===== config.mk =====
export PLATFORM = sky130hd
export DESIGN_NAME = alu_exec_unit
export DESIGN_NICKNAME = d
export VERILOG_FILES = /design/src/rtl/alu_defs_pkg.sv /design/src/rtl/alu_op_decode.sv /design/src/rtl/alu_exec_unit.sv
export SDC_FILE = /design/constraint.sdc
export NUM_CORES = 1
export LEC_CHECK = 0
export BUFFER_PORTS_ARGS = -buffer_cell sky130_fd_sc_hd__buf_2
export CORE_ASPECT_RATIO = 1.25
export CORE_MARGIN = 5
export CORE_UTILIZATION = 31
export DETAILED_ROUTE_END_ITERATION = 10
export GPL_TIMING_DRIVEN = 0
export PLACE_DENSITY = 0.48
export SYNTH_ARGS = -nofsm -noshare
export SYNTH_HDL_FRONTEND = slang
export SYNTH_SLANG_ARGS = --single-unit

===== constraint.sdc =====
create_clock -name clk -period 11.8 [get_ports clk]
set_input_delay 3.54 -clock clk [delete_from_list [all_inputs] [get_ports clk]]
set_output_delay 3.54 -clock clk [all_outputs]
set_load 0.005 [all_outputs]

===== src/rtl/alu_defs_pkg.sv =====
// Shared encodings for the EX-stage execute unit: ALUop codes, R-type
// funct codes and the internal operation enum produced by the decoder.
package alu_defs_pkg;

    localparam logic [1:0] ALUOP_ADD   = 2'b00;
    localparam logic [1:0] ALUOP_SUB   = 2'b01;
    localparam logic [1:0] ALUOP_RTYPE = 2'b10;
    localparam logic [1:0] ALUOP_OR    = 2'b11;

    localparam logic [5:0] FUNCT_ADD   = 6'b100000;
    localparam logic [5:0] FUNCT_SUB   = 6'b100010;
    localparam logic [5:0] FUNCT_AND   = 6'b100100;
    localparam logic [5:0] FUNCT_OR    = 6'b100101;
    localparam logic [5:0] FUNCT_NOR   = 6'b100111;
    localparam logic [5:0] FUNCT_SLT   = 6'b101010;
    localparam logic [5:0] FUNCT_SLTU  = 6'b101011;
    localparam logic [5:0] FUNCT_MULTU = 6'b011001;
    localparam logic [5:0] FUNCT_MFHI  = 6'b010000;
    localparam logic [5:0] FUNCT_MFLO  = 6'b010010;

    typedef enum logic [3:0] {
        OP_ADD,
        OP_SUB,
        OP_AND,
        OP_OR,
        OP_NOR,
        OP_SLT,
        OP_SLTU,
        OP_MULTU,
        OP_MFHI,
        OP_MFLO,
        OP_ILL
    } op_t;

endpackage


===== src/rtl/alu_op_decode.sv =====
// Combinational ALUop/funct decoder. When the multiplier is not built,
// multu/mfhi/mflo collapse onto the illegal operation.
module alu_op_decode
    import alu_defs_pkg::*;
#(
    parameter int MUL_EN = 1
) (
    input  logic [1:0] alu_op,
    input  logic [5:0] funct,
    output op_t        op
);

    localparam bit HAS_MUL = (MUL_EN != 0);

    // Map the two-level opcode onto a single internal operation.
    always_comb begin
        // NOTE: default assigned first so every path drives op -- no latch.
        op = OP_ILL;
        unique case (alu_op)
            ALUOP_ADD: op = OP_ADD;
            ALUOP_SUB: op = OP_SUB;
            ALUOP_OR:  op = OP_OR;
            ALUOP_RTYPE: begin
                case (funct)
                    FUNCT_ADD:   op = OP_ADD;
                    FUNCT_SUB:   op = OP_SUB;
                    FUNCT_AND:   op = OP_AND;
                    FUNCT_OR:    op = OP_OR;
                    FUNCT_NOR:   op = OP_NOR;
                    FUNCT_SLT:   op = OP_SLT;
                    FUNCT_SLTU:  op = OP_SLTU;
                    FUNCT_MULTU: op = HAS_MUL ? OP_MULTU : OP_ILL;
                    FUNCT_MFHI:  op = HAS_MUL ? OP_MFHI  : OP_ILL;
                    FUNCT_MFLO:  op = HAS_MUL ? OP_MFLO  : OP_ILL;
                    default:     op = OP_ILL;
                endcase
            end
        endcase
    end

endmodule


===== src/rtl/alu_exec_unit.sv =====
// Registered EX-stage ALU with valid/ready handshake, iterative unsigned
// shift-add multiplier into HI/LO and MFHI/MFLO read-back.
module alu_exec_unit
    import alu_defs_pkg::*;
#(
    parameter int WIDTH  = 32,
    parameter int MUL_EN = 1
) (
    input  logic             clk,
    input  logic             rst,
    input  logic             in_valid,
    output logic             in_ready,
    input  logic [1:0]       alu_op,
    input  logic [5:0]       funct,
    input  logic [WIDTH-1:0] a,
    input  logic [WIDTH-1:0] b,
    output logic             out_valid,
    input  logic             out_ready,
    output logic [WIDTH-1:0] result,
    output logic             zero,
    output logic             carryout,
    output logic             overflow,
    output logic             illegal,
    output logic             busy
);

    localparam int CW = $clog2(WIDTH);

    typedef enum logic {ST_IDLE, ST_MUL} mul_state_t;

    op_t                op;
    mul_state_t         state, state_next;
    logic               accept, start_mul, mul_done;
    logic [WIDTH-1:0]   hi, lo, mplier;
    logic [2*WIDTH-1:0] mcand, acc, acc_step;
    logic [CW-1:0]      count;

    logic               sub_sel;
    logic [WIDTH-1:0]   b_eff;
    logic [WIDTH:0]     add_full;
    logic               add_ovf;
    logic [WIDTH-1:0]   res_d;
    logic               carry_d, ovf_d, ill_d;

    alu_op_decode #(.MUL_EN(MUL_EN)) u_decode (
        .alu_op (alu_op),
        .funct  (funct),
        .op     (op)
    );

    assign busy      = (state == ST_MUL);
    assign in_ready  = !busy && (!out_valid || out_ready);
    assign accept    = in_valid && in_ready;
    assign start_mul = accept && (op == OP_MULTU);
    assign mul_done  = busy && (count == CW'(WIDTH - 1));

    // Shared adder: subtract is a + ~b + 1, carry of 1 means no borrow.
    assign sub_sel  = (op == OP_SUB);
    assign b_eff    = sub_sel ? ~b : b;
    assign add_full = {1'b0, a} + {1'b0, b_eff} + {{WIDTH{1'b0}}, sub_sel};
    assign add_ovf  = (a[WIDTH-1] == b_eff[WIDTH-1]) &&
                      (add_full[WIDTH-1] != a[WIDTH-1]);

    // One shift-add step: add the shifted multiplicand when the low multiplier bit is set.
    assign acc_step = acc + (mplier[0] ? mcand : '0);

    // Result and flags for every single-cycle operation.
    always_comb begin
        res_d   = '0;
        carry_d = 1'b0;
        ovf_d   = 1'b0;
        ill_d   = 1'b0;
        case (op)
            OP_ADD, OP_SUB: begin
                res_d   = add_full[WIDTH-1:0];
                carry_d = add_full[WIDTH];
                ovf_d   = add_ovf;
            end
            OP_AND:  res_d = a & b;
            OP_OR:   res_d = a | b;
            OP_NOR:  res_d = ~(a | b);
            OP_SLT:  res_d = {{(WIDTH-1){1'b0}}, ($signed(a) < $signed(b))};
            OP_SLTU: res_d = {{(WIDTH-1){1'b0}}, (a < b)};
            OP_MFHI: res_d = hi;
            OP_MFLO: res_d = lo;
            OP_ILL:  ill_d = 1'b1;
            default: res_d = '0;
        endcase
    end

    // Multiplier state register.
    always_ff @(posedge clk) begin
        // NOTE: non-blocking (<=) on all flops so each samples pre-edge values.
        if (rst) state <= ST_IDLE;
        else     state <= state_next;
    end

    // Multiplier next state: leave IDLE on a multu accept, return after the last step.
    always_comb begin
        state_next = state;
        case (state)
            ST_IDLE: if (start_mul) state_next = ST_MUL;
            ST_MUL:  if (mul_done)  state_next = ST_IDLE;
            default: state_next = ST_IDLE;
        endcase
    end

    // Multiplier datapath and HI/LO; reset also aborts an in-flight multiply.
    always_ff @(posedge clk) begin
        if (rst) begin
            mcand  <= '0;
            mplier <= '0;
            acc    <= '0;
            count  <= '0;
            hi     <= '0;
            lo     <= '0;
        end else if (start_mul) begin
            mcand  <= {{WIDTH{1'b0}}, a};
            mplier <= b;
            acc    <= '0;
            count  <= '0;
        end else if (busy) begin
            acc    <= acc_step;
            mcand  <= mcand << 1;
            mplier <= mplier >> 1;
            count  <= count + CW'(1);
            if (mul_done) {hi, lo} <= acc_step;
        end
    end

    // Output register: load on accept or multiply completion, clear when drained.
    always_ff @(posedge clk) begin
        if (rst) begin
            out_valid <= 1'b0;
            result    <= '0;
            zero      <= 1'b0;
            carryout  <= 1'b0;
            overflow  <= 1'b0;
            illegal   <= 1'b0;
        end else if (accept && !start_mul) begin
            out_valid <= 1'b1;
            result    <= res_d;
            zero      <= (res_d == '0);
            carryout  <= carry_d;
            overflow  <= ovf_d;
            illegal   <= ill_d;
        end else if (mul_done) begin
            out_valid <= 1'b1;
            result    <= '0;
            zero      <= 1'b1;
            carryout  <= 1'b0;
            overflow  <= 1'b0;
            illegal   <= 1'b0;
        end else if (out_ready) begin
            out_valid <= 1'b0;
        end
    end

endmodule

==> flow_summary_export.csv <==
group,metric,value,unit
outcome,status,"finished clean",
placement,port_buffers,114,
floorplan,chipWidth,235,µm
synth,yosys.cell_count.top_type,"nand2_1",
cts,holdBufCountCts,0,
drt,drc,0,
finish,fin_nets,2906,
power,ir_drop,97.9,µV
cts,cts_root_buf,"clkbuf_16",
cts,cts_tree,"done",
floorplan,core-area,63000,µm²
sta,setup_ws,3320,ps
drt,wl,88000,µm
worst_setup_path,required,12310,ps
sta,maxSlewViolCount,0,
finish,synthToLayoutAreaGrowth,14.5,%
finish,fin_cells,3494,
cts,numClockSinks,267,
synth,synth_edf_count,0,
synth,syn_area,19600,µm²
floorplan,fp.dieH,291,µm
cts,clockBufferDepth,3,
drt,wire_per_inst,25.2,µm
worst_setup_path,critical_path_class,"in2reg",
worst_setup_path,path_max_fanout,10,
worst_setup_path,critPathLaunchType,"input port",
run,drv_cap,0,
cts,ctsResizeCount,0,
synth,yosys.area.top_type,"dfxtp_1",
drt,postRouteAntennaNets,0,
drt,viasPerCell,5.54,
cts,insertion_delay,560,ps
sta,fmax,118,MHz
sta,fin_crit,8480,ps
grt,grt_usage,0.245,
synth,ys_seq_area_frac,0.272,
synth,synthArstFlopShare,0,
grt,grt_max_degree,12,
power,p_leak,0.00906,µW
worst_setup_path,r2r-start,"mplier[0]",
floorplan,dieArea,68500,µm²
sta,slew-limit-headroom,0.0742,
finish,drive_above_1_share,0.0974,
grt,grt_pass1_vias,19200,
floorplan,io_pins,115,
synth,ys_ff_latch,267,
placement,dp_slack,2960,ps
synth,syn_area_per_cell,7.92,µm²
worst_hold_path,hp-start,"mplier[24]",
drt,drt_iter0_drc,1343,
sta,setup_tns,0,ps
drt,drt_pass1_iterations,5,
cts,postCtsSetupBuffers,0,
synth,synth_fp_nets,2755,
worst_setup_path,critPathArrivalTime,8980,ps
synth,synth_flop_cell,"dfxtp_1",
cts,htreeDepth,2,
sta,hold_violations,0,
sta,grt_setup_unrepaired,"false",
cts,cts.reportedPaths.clkPinSlew,60,ps
grt,antenna_found_initial,6,
worst_setup_path,crit_path_end_kind,"register",
synth,synthesis.instances,2477,
worst_hold_path,worstHoldPathType,"reg2reg",
grt,grt_pass1_wl,128000,µm
floorplan,rows,103,
drt,dr_total_vias,19400,
synth,synthTopCellsByArea,"dfxtp_1 27%, ha_1 13%, a21oi_1 6.5%",
floorplan,start_util,0.311,
synth,synth_top_area_frac,0.272,
finish,finish.utilization,0.356,
placement,place_inst,3432,
synth,ys_warn_count,0,
placement,place_hpwl,71500,µm
sta,tightest_slew,1380,ps
synth,synth_cell_type_count,103,
sta,finalSetupViolations,0,
synth,ys_top_cells_by_count,"268 x nand2_1, 267 x dfxtp_1, 255 x a21oi_1",
placement,gp_congestion,0.974,
cts,cts_buffers,34,
worst_setup_path,worstSetupStartpoint,"alu_op[0]",
power,power.density,111,nW/µm²
grt,grt_overflow,0,
sta,fin_skew,29.8,ps
sta,fin_crit_sh,0.718,
[worst max-delay path, stage by stage]
cell      delay [ps]
buf_2            250
nor2b_1           70
buf_2            200
a31oi_4          370
buf_1            610
xnor2_1          180
ha_1             340
a21oi_1          220
a21oi_1          140
o211ai_1         410
nor2b_1          320
o211ai_1         170
a311oi_1         710
nand4b_1         150
nor4_1           410
nand4_1          170
nor4_1           490
o211a_1          200
[kinds of logic after synthesis]
logic type	synth area share
buffers and inverters	0.0520
XOR/XNOR	0.0469
multiplexers	0.0468
adder cells (fa/ha/maj)	0.130
flip-flops	0.272
AO/OA/AOI/OAI	0.246
AND/OR/NAND/NOR	0.206
[area by class of cell]
class / instances / area (µm²)
fillers: 6688 / 40600
clock inverters: 10 / 201
multi-input cells: 1955 / 13300
well taps: 840 / 1050
plain buffers: 151 / 629
inverters: 104 / 390
flip-flops and latches: 267 / 5350
diodes: 4 / 10.0
repair buffers: 115 / 578
clock buffers: 48 / 995
[per-stage QoR]
stage / cell area [µm²] / hold slack [ps] / total power (µW)
finish: 22500 / 456 / 2490
CTS: 22500 / 458 / 2510
detailed placement: 21300 / 449 / 1370
floorplan: 19600 / 431 / 1190
global placement: 21200 / 443 / 1370
global route: 22500 / 475 / 2590
[path summary, 6_finish.rpt]
kind | slack (ps) | depth (start not counted) | end
setup / recovery | 3320 | 18 | zero
hold / removal | 460 | 2 | mplier[24]
setup reg to reg | 5890 | 15 | acc[33]
hold reg to reg | 460 | 2 | mplier[24]
[cells in the final DEF (no fill, tap or decap), types with 7 or more instances in the layout]
cell type  instances
clkbuf_1         115
xnor2_1           74
and2_1            74
nand2b_1          25
or4_1              8
nand3_1           67
xor2_1            31
nor4_1            15
nand4_1           28
a211oi_1          31
nor3b_1            8
a21oi_1          255
a211o_1            7
or3_1             11
o21ai_0          102
nor3_1            31
a221oi_1          16
o21a_1             8
o21bai_1          14
inv_1            103
o211ai_1          16
a21o_1            54
nand2_1          268
ha_1             200
a31o_2             9
buf_2            145
a22oi_1           80
mux2i_1           85
o31ai_1           10
clkbuf_16         35
a31oi_1           33
a221o_1           10
nor2b_1           20
clkbuf_8           7
and3_1            19
nor2_1           197
nand3b_1          11
o22ai_1            9
dfxtp_1          267
[metal layers]
metal  GRT usage  vias up  share of wire
li1            -     9218              -
met1       0.295     9434           0.41
met2       0.436      557           0.49
met3      0.0348      156          0.046
met4       0.108        0          0.050
met5           0        -              0
[sequential cells by signal, indices dropped and copies added, names as in the netlist]
register	count
acc	64
mcand	64
hi	32
lo	32
mplier	32
result	32
count	5
busy	1
carryout	1
illegal	1
out_valid	1
overflow	1
zero	1
[power by group]
part           total (µW)  internal, µW  switching, µW
clock                1140           698            438
sequential            920           913           6.97
combinational         435           144            291
total                2490          1750            736
Power figures use the tool's default switching activity.
